[config.mk]
export PLATFORM = sky130hd
export DESIGN_NAME = seq_divider
export DESIGN_NICKNAME = d
export VERILOG_FILES = /design/src/rtl/alu_pkg.sv /design/src/rtl/div_step.sv /design/src/rtl/seq_divider.sv
export SDC_FILE = /design/constraint.sdc
export NUM_CORES = 1
export LEC_CHECK = 0
export CAP_MARGIN = 40
export CORE_MARGIN = 10
export CORE_UTILIZATION = 25
export CTS_BUF_LIST = sky130_fd_sc_hd__clkbuf_4 sky130_fd_sc_hd__clkbuf_8 sky130_fd_sc_hd__clkbuf_16
export CTS_CLUSTER_SIZE = 14
export DETAILED_ROUTE_END_ITERATION = 8
export PLACE_DENSITY = 0.48
export SLEW_MARGIN = 10
export SYNTH_ARGS = -nofsm -noshare
export SYNTH_HDL_FRONTEND = slang
export SYNTH_SLANG_ARGS = --single-unit
[constraint.sdc]
create_clock -name clk -period 8.2 [get_ports clk]
set_input_delay 0.82 -clock clk [delete_from_list [all_inputs] [get_ports clk]]
set_output_delay 0.82 -clock clk [all_outputs]
set_load 0.005 [all_outputs]
[src/rtl/alu_pkg.sv]
`default_nettype none
// +----------------------------------------------------------------------------+
// | Module      : alu_pkg                                                      |
// | Description : Shared ALU definitions: command codes, default data width    |
// |               and the sequential-divider state encoding.                   |
// | Revision    : 1.0 - initial release                                        |
// +----------------------------------------------------------------------------+
package alu_pkg;

  localparam int DATA_WIDTH = 16;

  localparam logic [2:0] CMD_ADD = 3'd1;
  localparam logic [2:0] CMD_SUB = 3'd2;
  localparam logic [2:0] CMD_MUL = 3'd3;
  localparam logic [2:0] CMD_DIV = 3'd4;
  localparam logic [2:0] CMD_MOD = 3'd5;

  typedef enum logic [1:0] {
    ST_IDLE = 2'd0,
    ST_RUN  = 2'd1,
    ST_FIN  = 2'd2
  } div_state_t;

endpackage
`default_nettype wire

[src/rtl/div_step.sv]
`default_nettype none
// +----------------------------------------------------------------------------+
// | Module      : div_step                                                     |
// | Description : One combinational restoring-division iteration.             |
// |               {r,q} is shifted left by one, the divisor is trial-          |
// |               subtracted from the widened partial remainder and the        |
// |               difference is kept only when it is non-negative.             |
// | Ports       : r, q, d          - partial remainder, quotient, divisor      |
// |               r_next, q_next   - values after this iteration              |
// | Revision    : 1.0 - initial release                                        |
// +----------------------------------------------------------------------------+
module div_step #(
  parameter int WIDTH = 16
) (
  input  logic [WIDTH-1:0] r,
  input  logic [WIDTH-1:0] q,
  input  logic [WIDTH-1:0] d,
  output logic [WIDTH-1:0] r_next,
  output logic [WIDTH-1:0] q_next
);

  logic [WIDTH:0] w_shift;
  logic [WIDTH:0] w_diff;
  logic           w_neg;

  // The shifted remainder needs one extra bit; a true non-negative difference
  // is always below the divisor, so bit WIDTH doubles as the sign.
  assign w_shift = {r, q[WIDTH-1]};
  assign w_diff  = w_shift - {1'b0, d};
  assign w_neg   = w_diff[WIDTH];

  assign r_next = w_neg ? w_shift[WIDTH-1:0] : w_diff[WIDTH-1:0];
  assign q_next = {q[WIDTH-2:0], ~w_neg};

endmodule
`default_nettype wire

[src/rtl/seq_divider.sv]
`default_nettype none
// +----------------------------------------------------------------------------+
// | Module      : seq_divider                                                  |
// | Description : Iterative restoring divider for the ALU DIV/MOD channels,   |
// |               driven through a start/done handshake.                       |
// |               Build option SIGNED_DIV_EN: two's-complement operands,       |
// |               truncating division with overflow on MIN / -1.              |
// | Ports       : clk, rst_n          - clock, async active-low reset         |
// |               start               - request, honoured in IDLE/FIN only     |
// |               dividend, divisor   - operands, captured on accepted start   |
// |               busy                - iterations in progress                 |
// |               done                - one-cycle result-valid pulse           |
// |               quotient, remainder - registered results                     |
// |               div_by_zero         - last operation had a zero divisor      |
// |               overflow            - signed overflow (0 in unsigned build)  |
// | Revision    : 1.0 - initial release                                        |
// +----------------------------------------------------------------------------+
module seq_divider
  import alu_pkg::*;
#(
  parameter int WIDTH = DATA_WIDTH
) (
  input  logic             clk,
  input  logic             rst_n,
  input  logic             start,
  input  logic [WIDTH-1:0] dividend,
  input  logic [WIDTH-1:0] divisor,
  output logic             busy,
  output logic             done,
  output logic [WIDTH-1:0] quotient,
  output logic [WIDTH-1:0] remainder,
  output logic             div_by_zero,
  output logic             overflow
);

  localparam int               CNT_W    = $clog2(WIDTH + 1);
  localparam logic [CNT_W-1:0] LAST_CNT = CNT_W'(WIDTH);

  div_state_t       r_state;
  div_state_t       w_state_nxt;
  logic             w_accept;
  logic             w_zero_div;
  logic             w_last;

  logic [CNT_W-1:0] r_cnt;
  logic [WIDTH-1:0] r_acc_r;
  logic [WIDTH-1:0] r_acc_q;
  logic [WIDTH-1:0] r_den;
  logic [WIDTH-1:0] w_step_r;
  logic [WIDTH-1:0] w_step_q;

  logic [WIDTH-1:0] w_dvd_mag;
  logic [WIDTH-1:0] w_dvs_mag;
  logic [WIDTH-1:0] w_quo_fin;
  logic [WIDTH-1:0] w_rem_fin;
  logic             w_ovf_fin;

  logic             r_zero_pend;
  logic             r_busy;
  logic             r_done;
  logic             r_dbz;
  logic             r_ovf;
  logic [WIDTH-1:0] r_quo;
  logic [WIDTH-1:0] r_rem;

  // --------------------------------------------------------------------------
  // Operand conditioning and result fix-up
  // --------------------------------------------------------------------------
`ifdef SIGNED_DIV_EN
  logic r_neg_q;
  logic r_neg_r;
  logic r_ovf_case;

  assign w_dvd_mag = dividend[WIDTH-1] ? (WIDTH'(0) - dividend) : dividend;
  assign w_dvs_mag = divisor[WIDTH-1]  ? (WIDTH'(0) - divisor)  : divisor;

  // MIN / -1 needs no special datapath: |MIN| / 1 = MIN as an unsigned
  // magnitude, and negating it (signs agree, so no negation) leaves MIN.
  assign w_quo_fin = r_neg_q ? (WIDTH'(0) - r_acc_q) : r_acc_q;
  assign w_rem_fin = r_neg_r ? (WIDTH'(0) - r_acc_r) : r_acc_r;
  assign w_ovf_fin = r_ovf_case;

  always_ff @(posedge clk or negedge rst_n) begin
    if (!rst_n) begin
      r_neg_q    <= 1'b0;
      r_neg_r    <= 1'b0;
      r_ovf_case <= 1'b0;
    end else if (w_accept) begin
      r_neg_q    <= dividend[WIDTH-1] ^ divisor[WIDTH-1];
      r_neg_r    <= dividend[WIDTH-1];
      r_ovf_case <= (dividend == {1'b1, {(WIDTH-1){1'b0}}}) && (&divisor);
    end
  end
`else
  assign w_dvd_mag = dividend;
  assign w_dvs_mag = divisor;
  assign w_quo_fin = r_acc_q;
  assign w_rem_fin = r_acc_r;
  assign w_ovf_fin = 1'b0;
`endif

  div_step #(
    .WIDTH (WIDTH)
  ) u_step (
    .r      (r_acc_r),
    .q      (r_acc_q),
    .d      (r_den),
    .r_next (w_step_r),
    .q_next (w_step_q)
  );

  // --------------------------------------------------------------------------
  // Control FSM
  // --------------------------------------------------------------------------
  always_ff @(posedge clk or negedge rst_n) begin
    if (!rst_n) begin
      r_state <= ST_IDLE;
    end else begin
      r_state <= w_state_nxt;
    end
  end

  always_comb begin
    w_state_nxt = r_state;
    w_accept    = 1'b0;
    w_zero_div  = 1'b0;
    w_last      = 1'b0;
    case (r_state)
      ST_IDLE, ST_FIN: begin
        if (start) begin
          if (divisor == '0) begin
            w_zero_div  = 1'b1;
            w_state_nxt = ST_FIN;
          end else begin
            w_accept    = 1'b1;
            w_state_nxt = ST_RUN;
          end
        end
      end
      ST_RUN: begin
        // Counter values 0..WIDTH-1 are the iterations; WIDTH is the
        // transfer cycle that publishes the result.
        if (r_cnt == LAST_CNT) begin
          w_last      = 1'b1;
          w_state_nxt = ST_FIN;
        end
      end
      default: begin
        w_state_nxt = ST_IDLE;
      end
    endcase
  end

  // --------------------------------------------------------------------------
  // Datapath and output registers
  // --------------------------------------------------------------------------
  always_ff @(posedge clk or negedge rst_n) begin
    if (!rst_n) begin
      r_cnt       <= '0;
      r_acc_r     <= '0;
      r_acc_q     <= '0;
      r_den       <= '0;
      r_zero_pend <= 1'b0;
      r_busy      <= 1'b0;
      r_done      <= 1'b0;
      r_dbz       <= 1'b0;
      r_ovf       <= 1'b0;
      r_quo       <= '0;
      r_rem       <= '0;
    end else begin
      r_done      <= 1'b0;
      // busy covers the iteration cycles only, not the accept or transfer cycle
      r_busy      <= (r_state == ST_RUN) && (w_state_nxt == ST_RUN);
      r_zero_pend <= w_zero_div;

      if (w_accept) begin
        r_acc_r <= '0;
        r_acc_q <= w_dvd_mag;
        r_den   <= w_dvs_mag;
        r_cnt   <= '0;
      end else if (w_zero_div) begin
        // raw dividend is parked here for the divide-by-zero remainder
        r_acc_q <= dividend;
      end else if ((r_state == ST_RUN) && !w_last) begin
        r_acc_r <= w_step_r;
        r_acc_q <= w_step_q;
        r_cnt   <= r_cnt + 1'b1;
      end

      if (r_zero_pend) begin
        r_quo  <= '1;
        r_rem  <= r_acc_q;
        r_dbz  <= 1'b1;
        r_ovf  <= 1'b0;
        r_done <= 1'b1;
      end else if (w_last) begin
        r_quo  <= w_quo_fin;
        r_rem  <= w_rem_fin;
        r_dbz  <= 1'b0;
        r_ovf  <= w_ovf_fin;
        r_done <= 1'b1;
      end
    end
  end

  assign busy        = r_busy;
  assign done        = r_done;
  assign quotient    = r_quo;
  assign remainder   = r_rem;
  assign div_by_zero = r_dbz;
  assign overflow    = r_ovf;

endmodule
`default_nettype wire

# --- After elaboration in Yosys (flattened, before gate mapping) ---
# Index checks and enable logic that the tools add are counted.
word_totals:
  reg_bits: 92
  inputBits: 35
  out_inout_bits: 36
  word_cells: 61
classes:
  n_addsub: 2
  eq_ne: 5
  muxes: 31
  bitwise_logic: 1
  n_reduce_logical: 10
op_table:
  columns: ["operator", "count"]
  rows:
  - ["2-to-1 mux 16 bit", 11]
  - ["subtractor 17 x 16 -> 17 bit", 1]
  - ["logical NOT 16 bit", 1]
  - ["2-to-1 mux 5 bit", 3]
  - ["2-to-1 mux 1 bit", 13]
  - ["2-to-1 mux 2 bit", 3]
  - ["adder 5 x 1 -> 5 bit (second input constant)", 1]
  - ["== test 5 bit (second input constant)", 1]
  - ["== test 2 x 1 -> 1 bit (second input constant)", 2]
  - ["case mux 2 bit (2 select lines)", 1]
  - ["nonzero test 2 bit", 2]
  - ["nonzero test 3 bit", 1]
  - ["== test 2 bit (second input constant)", 1]
  - ["logical AND 1 bit", 2]
  - ["logical NOT 2 bit", 1]
  - ["inequality test 2 bit (second input constant)", 1]
  - ["AND reduction 2 bit", 1]
  - ["OR reduction 2 bit", 1]
  - ["logical NOT 1 bit", 1]
  - ["inverter 1 bit", 1]

# --- Logic depth before layout (Yosys ltp) ---
# Gate-level depths: netlist of run 1.
depth:
  depth_word: 8
  mapped_depth: 11
  depth_no_buf: 10

# --- By module ---
# From an unflattened synthesis of run 1, not the netlist that was laid out.
hier_totals:
  hier_cells: 542
  hier_area_um2: 5136.2
modules_own_cells:
  columns: ["mod", "instances", "cells_each", "area_each_um2", "seq_area_each_um2"]
  rows:
  - ["seq_divider", 1, 399, 4013.8, 2277.2]
  - ["div_step", 1, 143, 1122.3, 0.0]

# --- Worst setup path before layout of run 1 ---
# No wires, ideal clock.
synth_timing:
  path_kind: "reg2reg"
  start: "register r_acc_q[15]"
  end: "register r_acc_r[1]"
  setup_ns: 0.138
  t_arrival_ns: 2.802
  t_required_ns: 8.062
  slack_ns: 5.260
  path_stages_with_launch: 12
  n_path_buf: 1
  period_less_slack_ns: 2.940
  cell_sequence: "dfrtp_1 inv_1 ha_1 inv_1 fa_1 a211o_1 a211o_1 a211o_1 a221oi_4 buf_6 mux2i_1 o22ai_1"
synth_via:
  elab_chain_cells: 5
synth_rtl:
  columns: ["element", "line_no", "rtl"]
  rows:
  - ["from (decl)", "seq_divider.sv:47", "logic [WIDTH-1:0] r_acc_q;"]
  - ["from (signal assigned)", "seq_divider.sv:178", "r_acc_q <= w_dvd_mag;"]
  - ["from (signal assigned)", "seq_divider.sv:183", "r_acc_q <= dividend;"]
  - ["from (signal assigned)", "seq_divider.sv:186", "r_acc_q <= w_step_q;"]
  - ["subtractor 17 x 16 -> 17 bit", "div_step.sv:29", "assign w_diff = w_shift - {1'b0, d};"]
  - ["2-to-1 mux 16 bit", "div_step.sv:32", "assign r_next = w_neg ? w_shift[WIDTH-1:0] : w_diff[WIDTH-1:0];"]
  - ["2-to-1 mux 16 bit", "seq_divider.sv:184", "end else if ((r_state == ST_RUN) && !w_last) begin"]
  - ["2-to-1 mux 16 bit", "seq_divider.sv:181", "end else if (w_zero_div) begin"]
  - ["2-to-1 mux 16 bit", "seq_divider.sv:176", "if (w_accept) begin"]
  - ["to (signal assigned)", "seq_divider.sv:185", "r_acc_r <= w_step_r;"]
  - ["to (decl)", "seq_divider.sv:46", "logic [WIDTH-1:0] r_acc_r;"]
# No other way between the ends. The select of a mux whose other input is x is not followed.
# A chain may end at the register's enable or synchronous reset.

# --- Worst setup path after layout of run 1 ---
layout_timing:
  start: "register r_acc_q[15]"
  end: "register r_acc_r[0]"
layout_via:
  elab_chain_cells: 5
layout_rtl:
  columns: ["element", "line_no"]
  rows:
  - ["subtractor 17 x 16 -> 17 bit", "div_step.sv:29"]
  - ["2-to-1 mux 16 bit (*)", "div_step.sv:32"]
  - ["2-to-1 mux 16 bit (*)", "seq_divider.sv:184"]
  - ["2-to-1 mux 16 bit (*)", "seq_divider.sv:181"]
  - ["2-to-1 mux 16 bit (*)", "seq_divider.sv:176"]
# Every way passes the cells marked *; elsewhere a longest branch is shown, timed or not. The select of a mux whose other input is x is not followed.

==> results.json, run 1 <==
{
  "cp_max_fo": 16,
  "die_area_um2": 25300,
  "clock_sinks": 91,
  "seq_area_frac_synth_pct": 47.0,
  "finalHoldViolations": 0,
  "max_stage_delay_ps": 480,
  "cts_setup_buffers": 0,
  "min_period_over_period_pct": 44.6,
  "synthArstFlopShare_pct": 100,
  "drt-pass1-iter-count": 4,
  "vias_per_cell": 4.72,
  "grt_setup_unrepaired": "no",
  "fin_crit_ps": 3660,
  "fp-row-count": 50,
  "fin_tns_setup_ps": 0,
  "synthesis.nets": 579,
  "ys_seq_elements": 91,
  "p_per_area_nw_per_um2": 466,
  "path_cells": "inv_1 > ha_1 > inv_1 > fa_1 > a211o_1 > a211o_1 > a211o_1 > a221oi_4 > buf_8 > mux2_1 > o22ai_1",
  "grt_antenna_before_repair": 0,
  "avgSynthCellArea_um2": 9.22,
  "final_area_um2": 6080,
  "num_antenna_cells": 0,
  "grt_use_total_pct": 11.4,
  "clk_path_buf_depth": 2,
  "cts-resized-gates": 0,
  "cp_data_required_time_ps": 8460,
  "cap_violations": 0,
  "p_total_w": 0.00283,
  "endpoint_kind": "flop",
  "critPathLaunchType": "flop",
  "numCtsBuffers": 9,
  "synth.top_cells.by_area": "dfrtp_1 (47%), nand2_1 (9.9%), mux2i_1 (5.6%)",
  "outcome": "complete, no violations",
  "drtIter0Drc": 286,
  "setup_viol": 0,
  "fin_nets": 633,
  "synth.largest_area_cell": "dfrtp_1",
  "cp_slowest_cell": "a221oi_4",
  "grt_max_degree": 51,
  "place_hpwl_um": 10700,
  "postCtsHoldBufs": 0,
  "die_w_um": 159,
  "vias": 3987,
  "synth_top_area_share_pct": 47.0,
  "min_path_type": "in -> async",
  "finClkSkew_ps": 9.58,
  "ctsHtreeMaxLevel": 3,
  "path_clk_slew_ps": 70,
  "met2_usage_pct": 19.8,
  "synth_commonest_cells": "nand2_1 (128), dfrtp_1 (91), o21ai_0 (37)",
  "initial_core_util_pct": 25.6,
  "placed_cell_area_um2": 5800,
  "use_met1_pct": 13.5,
  "maxSlewViolCount": 0,
  "place_congestion": 0.804,
  "grt_overflow": 0,
  "synthFlopType": "dfrtp_1",
  "whs_ps": 467,
  "syn-cell-area_um2": 4840,
  "grt.met3_usage_pct": 2.43,
  "peakVddDrop_uv": 152,
  "wl_um": 14200,
  "path_common_cell": "a211o_1",
  "maxSlewHeadroom_pct": 42.6,
  "crit_path_start": "r_acc_q[15]",
  "synth_cells": 525,
  "grt_pass1_vias": 4178,
  "antenna_left": 0,
  "area_growth_pct": 25.6,
  "tightest_slew_ps": 858,
  "max_freq_mhz": 273,
  "clock_tree.root_cell": "clkbuf_16",
  "die_h_um": 159,
  "grt.busiest_layer": "met2",
  "power.leakage_nw": 2.77,
  "synth_warnings": 0,
  "core_area_um2": 18900,
  "fill_cells": 1987,
  "synth_edf_count": 0,
  "worst-endpoint-arrival_ps": 3920,
  "synth_most_common_cell": "nand2_1",
  "drive_gt1_share_pct": 4.97,
  "port_buffers": 69,
  "wl_per_cell_um": 16.9,
  "critPathKind": "reg -> reg",
  "cts_tree": "built",
  "clkLatencyLatePin_ps": 350,
  "pin_count": 71,
  "grt_pass1_wl_um": 23200,
  "yosysUniqueCellTypes": 53,
  "drc": 0,
  "rr_startpoint": "r_acc_q[15]"
}
layer usage:
metal / vias up / share of wire, %
li1: 1938 / -
met1: 1969 / 42
met2: 61 / 52
met3: 19 / 3.4
met4: 0 / 1.9
met5: - / 0
final timing paths:
path                               end  slack (ps)  cells past startpoint
max                         r_acc_r[0]        4540                     11
min                        div_by_zero         470                      1
max in group asynchronous     r_den[1]        6660                      2
min in group clk           div_by_zero         490                      1
min reg2reg                div_by_zero         490                      1
max reg2reg                 r_acc_r[0]        4540                     11
kinds of logic after synthesis:
group           share of synthesized area, %
simple gates                            18.4
xor+xnor                                2.17
buf+inv                                 4.81
flops                                   47.0
compound gates                          16.2
other cells                           0.0775
mux                                     6.28
fa+ha+maj                               5.07
worst max-delay path, delay by kind of cell, from the launching register on:
family	cells	cell delay, ps
multiplexers	1	330
buffers and inverters	3	450
flip-flops	1	440
AO/OA/AOI/OAI	5	1720
adder cells (fa/ha/maj)	2	620
cells in the final DEF (no fill, tap or decap), types with 2 or more instances in the layout:
cell type	n
and3_1	3
inv_1	24
nand2_1	128
nor2b_1	2
o21ai_1	9
clkdlybuf4s50_1	68
o22ai_1	5
nor4_1	5
ha_1	18
nor2_1	10
nand3_1	2
o221ai_1	5
a21o_1	8
o21ai_0	37
a211o_1	5
mux2_2	2
nor3_1	4
nand3b_1	19
xnor2_1	7
o211ai_1	4
mux2i_1	27
buf_4	7
nand4_1	7
inv_6	2
dfrtp_1	91
xor2_1	5
clkbuf_16	9
a22oi_1	14
nand2b_1	6
clkinv_2	2
nor3b_1	2
a21oi_1	20
cell type report:
cell class	count	area [um2]	share of cell area (%)
Multi-Input combinational cell	376	2330	38.3
Sequential cell	91	2280	37.4
Timing Repair Buffer	77	776	12.8
Tap cell	260	325	5.35
Clock buffer	11	246	4.05
Inverter	24	90.1	1.48
Clock inverter	5	35.0	0.576
sequential cells by signal, indices dropped and copies added, names as in the netlist:
register / flops
quotient: 16
r_zero_pend: 1
busy: 1
r_state: 2
done: 1
r_acc_q: 16
r_cnt: 5
r_acc_r: 16
r_den: 16
remainder: 16
div_by_zero: 1
where the power goes:
part	total (W)	internal, W	switching (W)	leakage (nW)
registers	0.000842	0.000658	0.000184	1.15
clock network	0.000400	0.000218	0.000182	0.140
logic	0.00159	0.000731	0.000859	1.47
total	0.00283	0.00161	0.00122	2.77
through the flow:
| step | utilization (%) | cells | setup WS, ps |
|---|---|---|---|
| after floorplan | - | 525 | 5260 |
| after global placement | 30.4 | 825 | 4260 |
| after detailed placement | 30.7 | 828 | 4560 |
| after CTS | 32.2 | 844 | 4530 |
| after global routing | 32.2 | 844 | 4320 |
| final | 32.2 | 844 | 4540 |
No activity file was read; power rests on OpenSTA's default activity.
==> run 2, diff against run 1 <==
--- a/config.mk
+++ b/config.mk
@@ -11,7 +11,7 @@
 export CTS_BUF_LIST = sky130_fd_sc_hd__clkbuf_4 sky130_fd_sc_hd__clkbuf_8 sky130_fd_sc_hd__clkbuf_16
 export CTS_CLUSTER_SIZE = 14
 export DETAILED_ROUTE_END_ITERATION = 8
-export PLACE_DENSITY = 0.48
+export PLACE_DENSITY = 0.49
 export SLEW_MARGIN = 10
 export SYNTH_ARGS = -nofsm -noshare
 export SYNTH_HDL_FRONTEND = slang
==> constraint.sdc (replaced) <==
create_clock -name clk -period 3.18 [get_ports clk]
set_input_delay 0.318 -clock clk [delete_from_list [all_inputs] [get_ports clk]]
set_output_delay 0.318 -clock clk [all_outputs]
set_load 0.005 [all_outputs]
==> run 2 against run 1 <==
Compared with the run above: critical path depth unchanged; global-route usage decreased by 0.29 points; wire length decreased by 0.60%; largest cell class unchanged.
==> results.json, run 2 (synthesis gave the netlist of run 1 again) <==
{
  "maxSlewHeadroom_pct": 52.8,
  "grt_antenna_before_repair": 0,
  "finalHoldViolations": 0,
  "grt_pass1_wl_um": 22700,
  "final_cell_mix": "nand2_1 (128), dfrtp_1 (91), clkdlybuf4s50_1 (68), o21ai_0 (37), mux2i_1 (27)",
  "outcome": "complete, no violations",
  "worst-endpoint-arrival_ps": 3240,
  "place_hpwl_um": 10800,
  "grt_use_total_pct": 11.1,
  "place_congestion": 0.821,
  "fin_crit_ps": 2970,
  "setup_viol": 0,
  "numCtsBuffers": 9,
  "critPathKind": "reg -> reg",
  "drc": 0,
  "tightest_slew_ps": 708,
  "vias": 4044,
  "endpoint_kind": "flop",
  "fp-row-count": 50,
  "port_buffers": 69,
  "wl_per_cell_um": 16.5,
  "vias_per_cell": 4.72,
  "die_area_um2": 25300,
  "antenna_left": 0,
  "postCtsHoldBufs": 0,
  "ctsHtreeMaxLevel": 3,
  "fin_nets": 645,
  "critPathLaunchType": "flop",
  "core_area_um2": 18900,
  "die_h_um": 159,
  "clk_path_buf_depth": 2,
  "maxSlewViolCount": 0,
  "drtIter0Drc": 300,
  "max_freq_mhz": 337,
  "peakVddDrop_uv": 373,
  "clock_tree.root_cell": "clkbuf_16",
  "min_period_over_period_pct": 93.4,
  "drt-pass1-iter-count": 4,
  "wl_um": 14100,
  "p_total_w": 0.00770,
  "die_w_um": 159,
  "cp_max_fo": 6,
  "drive_gt1_share_pct": 7.05,
  "grt_setup_unrepaired": "no",
  "power.leakage_nw": 2.85,
  "fin_cells": 856,
  "reg2reg_to": "r_acc_r[0]",
  "num_antenna_cells": 0,
  "fin_tns_setup_ps": 0,
  "grt_pass1_vias": 4238,
  "final_common_cell": "nand2_1",
  "cap_violations": 0,
  "initial_core_util_pct": 25.6,
  "r2r_slack_ps": 210,
  "rr_startpoint": "r_acc_q[15]",
  "dp_cells": 839,
  "grt_overflow": 0,
  "clkLatencyLatePin_ps": 350,
  "rr_worst_depth": 11,
  "p_per_area_nw_per_um2": 1230,
  "pin_count": 71,
  "min_path_type": "in -> async",
  "finClkSkew_ps": 10.2,
  "grt_max_degree": 52,
  "cts_tree": "built",
  "setup_ws_ps": 208,
  "cp_data_required_time_ps": 3450,
  "area_growth_pct": 28.9,
  "path_clk_slew_ps": 70,
  "clock_sinks": 91,
  "preCtsSetupSlack_ps": 26.5
}
==> run 2: changes by cell type in the layout (fill, tap and decap cells not counted), sizes merged <==
cell | previous run | this run
buf | 9 | 21
bufinv | 0 | 2
clkbuf | 11 | 10
clkinv | 2 | 1
==> run 2: critical path, stage by stage (launching register included) <==
cell and delay (ps):
dfrtp_1 370, inv_1 70, ha_1 160, inv_1 50, fa_2 350, a211o_1 320
a211o_1 330, a211o_1 310, a221oi_4 320, buf_12 150, mux2_1 310, o22ai_1 130
==> run 2: what timing repair did <==
item,in CTS,in global routing
buffers inserted,0,1
resized for setup,0,1
endpoints found under the setup margin,0,17
==> run 2: report_power, final <==
group          switching (W)  internal (W)
Combinational        0.00228       0.00208
Sequential          0.000455       0.00170
Clock               0.000489      0.000708
==> run 2: how the worst max path moves through the flow <==
stage / from / to / slack [ps] / cells after the start
2_1_floorplan: r_acc_q[15] / r_acc_r[1] / 240 / 11
3_3_place_gp: r_acc_q[15] / r_acc_r[12] / 80 / 11
3_5_place_dp: r_acc_q[15] / r_acc_r[12] / 30 / 11
4_1_cts: r_acc_q[15] / r_acc_r[1] / 10 / 11
5_1_grt: r_acc_q[15] / r_acc_r[1] / 30 / 12
6_report: r_acc_q[15] / r_acc_r[0] / 210 / 11
==> run 2: routing by layer <==
metal | wire length (um) | global-route usage (%)
met5 | 0 | 0
met4 | 377 | 4.97
met3 | 464 | 2.07
met2 | 7250 | 19.2
met1 | 6060 | 13.2
==> run 2: final cells by class <==
type	count	area (um2)
inverters	24	90.1
clock buffers	10	233
fillers	1979	12700
flip-flops and latches	91	2280
repair buffers	89	883
multi-input cells	376	2330
clock inverters	6	96.3
well taps	260	325
==> run 2: metrics by stage <==
stage	area, um2	util [%]	hold WS (ps)
final	6240	33.0	3.49
after floorplan	4840	-	22.4
after CTS	6220	32.9	36.0
after global placement	5850	31.0	407
after detailed placement	5890	31.2	421
after global routing	6240	33.0	59.5
==> run 3, diff against run 2 <==
--- a/config.mk
+++ b/config.mk
@@ -12,6 +12,7 @@
 export CTS_CLUSTER_SIZE = 14
 export DETAILED_ROUTE_END_ITERATION = 8
 export PLACE_DENSITY = 0.49
+export SKIP_LAST_GASP = 1
 export SLEW_MARGIN = 10
 export SYNTH_ARGS = -nofsm -noshare
 export SYNTH_HDL_FRONTEND = slang
==> results of run 3 <==
Same layout as run 2: the final DEF is identical, and so are final timing and power.
==> variant: new RTL, flow settings as in run 2 <==
The output `busy` loses its register stage (`r_busy` becomes a continuous assignment).
--- a/src/rtl/seq_divider.sv
+++ b/src/rtl/seq_divider.sv
@@ -161,7 +161,6 @@
       r_acc_q     <= '0;
       r_den       <= '0;
       r_zero_pend <= 1'b0;
-      r_busy      <= 1'b0;
       r_done      <= 1'b0;
       r_dbz       <= 1'b0;
       r_ovf       <= 1'b0;
@@ -170,7 +169,6 @@
     end else begin
       r_done      <= 1'b0;
       // busy covers the iteration cycles only, not the accept or transfer cycle
-      r_busy      <= (r_state == ST_RUN) && (w_state_nxt == ST_RUN);
       r_zero_pend <= w_zero_div;
 
       if (w_accept) begin
@@ -203,6 +201,8 @@
     end
   end
 
+  assign r_busy = (r_state == ST_RUN) && (w_state_nxt == ST_RUN);
+
   assign busy        = r_busy;
   assign done        = r_done;
   assign quotient    = r_quo;
Formal check against the unedited RTL: not equivalent (Yosys sat finds a counterexample within 4 cycles, from zero or initial values and one cycle with rst_n low).
==> variant against run 2 <==
Design area increased by 0.44%. Largest cell class unchanged. Core utilization increased by 0.26 points. Routed wire length barely moved. Setup slack got worse by 0.038 ns. Sequential cell count decreased by 1. Synthesized area shrank 0.52%. Power up 1.4%.
==> variant: results (changes against run 2) <==
Placement
  – Inst Count DP: 836 (-0.36%)
  – GPL Wtd Cong: 0.820 (-0.12%)
  – Area of placed instances: 0.00587 mm^2 (-0.34%)
  – Detailed Place HPWL: 10600 um (-1.3%)
  – Setup slack after placement: 0.107 ns (+0.0803 ns)

Yosys
  – Multiplexer share of the synthesized area: 6.31% (+0.033 points)
  – Most frequent cells after synthesis: nand2_1, dfrtp_1, o21ai_0
  – Seq/Total Area, Yosys: 46.8% (-0.28 points)
  – Register bit total from synthesis: 90 (-1.1%)
  – Adder and majority cell fraction of the synthesized area: 5.09% (+0.026 points)
  – Synth top area cells: dfrtp_1, nand2_1, mux2i_1
  – Count of cell types in the netlist: 53 (unchanged)
  – Async SR Flop Fraction: 100% (unchanged)
  – Post-Syn Nets: 578 (-0.17%)
  – Syn Area/Cell: 9.19 um^2 (-0.33%)
  – Compound-cell area share of the yosys netlist: 16.3% (+0.084 points)

Cells and area
  – Non-Filler Instances: 859 (+0.35%)
  – Multi-In Gates: 376 (unchanged)
  – # nets final: 648 (+0.47%)
  – Reg area: 0.00225 mm^2 (-1.1%)
  – CLK BUF: 11 (+1)
  – Non-clock buffer total of the final layout: 93 (+4.5%)
  – Fraction of area in multi-input gates: 37.2% (-0.20 points)
  – Proportion of layout cells with a drive suffix above 1: 7.35% (+0.30 points)
  – Sequential cell area share: 35.9% (-0.56 points)
  – Filler cells: 1948 (-1.6%)
  – Non-Clock Buffer Area Fraction: 15.0% (+0.86 points)

Timing
  – Clk_skew: 0.00841 ns (-0.00180 ns)

Global route
  – Initial antenna violation count: 1 (+1)
  – Vias in the first global route: 4158 (-1.9%)
  – Pin count of the biggest net entering global routing: 63 (+21%)

Power
  – Switching power: 3250 uW (+0.88%)
  – Int Power: 4560 uW (+1.8%)
  – Logic gate share of total power: 57.7% (+1.2 points)
  – Maximum vdd drop: 0.000444 V (+19%)
  – P_leak: 0.00287 uW (+0.80%)

Detailed routing
  – Via count: 4059 (+0.37%)
  – DRT iter0 DRCs: 308 (+2.7%)
  – Routed WL: 14200 um (about the same)
  – 1st-pass router iterations: 5 (+1)

Status
  – Status: completed

Clock network
  – Worst-path clk slew: 0.07 ns (about the same)
  – TritonCTS Buffers: 9 (unchanged)

Worst setup path
  – Crit-path slowest cell: fa_1
  – Crit path DAT: 3.28 ns (+0.04 ns)

Die
  – Die Area: 0.0252 mm^2 (-0.46%)

Hold path
  – HP Class: input pin to asynchronous set/reset pin
==> variant: cell types whose count changed in the layout (fill, tap and decap cells not counted) <==
cell / run 2 / this run
buf_4: 18 / 20
buf_12: 2 / 1
buf_16: 1 / 2
clkbuf_16: 9 / 10
clkbuf_4: 1 / 2
clkinv_4: 1 / 2
clkinvlp_4: 1 / 0
dfrtp_1: 91 / 90
dlygate4sd3_1: 0 / 1
fa_1: 0 / 1
fa_2: 1 / 0
inv_8: 1 / 0
==> variant: cells by family after synthesis <==
kind of cell,Yosys count
mux,30
simple gates,193
compound gates,121
other cells,1
buf+inv,58
xor+xnor,12
fa+ha+maj,19
flops,90
==> variant: worst max-delay path, delay by kind of cell, from the launching register on <==
family / cells / cell delay [ns]
AOI/OAI and AO/OA: 5 / 1.40
adders and majority gates: 2 / 0.53
buffers and inverters: 3 / 0.29
DFF: 1 / 0.37
muxes: 1 / 0.32
==> variant: per-layer routing <==
metal	share of wire (%)	global-route usage, %	routed length, um	up-vias
met4	1.9	3.95	269	0
met1	45	13.6	6340	1979
met2	50	18.8	7040	91
li1	-	-	-	1969
met5	0	0	0	-
met3	3.6	2.30	506	20
==> variant: what timing repair did <==
| item | in CTS | in global routing |
|---|---|---|
| buffers inserted | 0 | 5 |
| endpoints found under the setup margin | 0 | 3 |
| hold buffers | 1 | 0 |
| endpoints found under the hold margin | 16 | 0 |
==> variant: worst paths after layout <==
check	to	slack, ns	cells past startpoint
min in group clk	div_by_zero$_DFFE_PN0P_	0.48	1
max	r_acc_r[0]$_DFFE_PN0P_	0.17	11
min	quotient[2]$_DFFE_PN0P_	0.32	2
max in group asynchronous	r_den[15]$_DFFE_PN0P_	2.09	4
min reg2reg	div_by_zero$_DFFE_PN0P_	0.48	1
max reg2reg	r_acc_r[0]$_DFFE_PN0P_	0.17	11
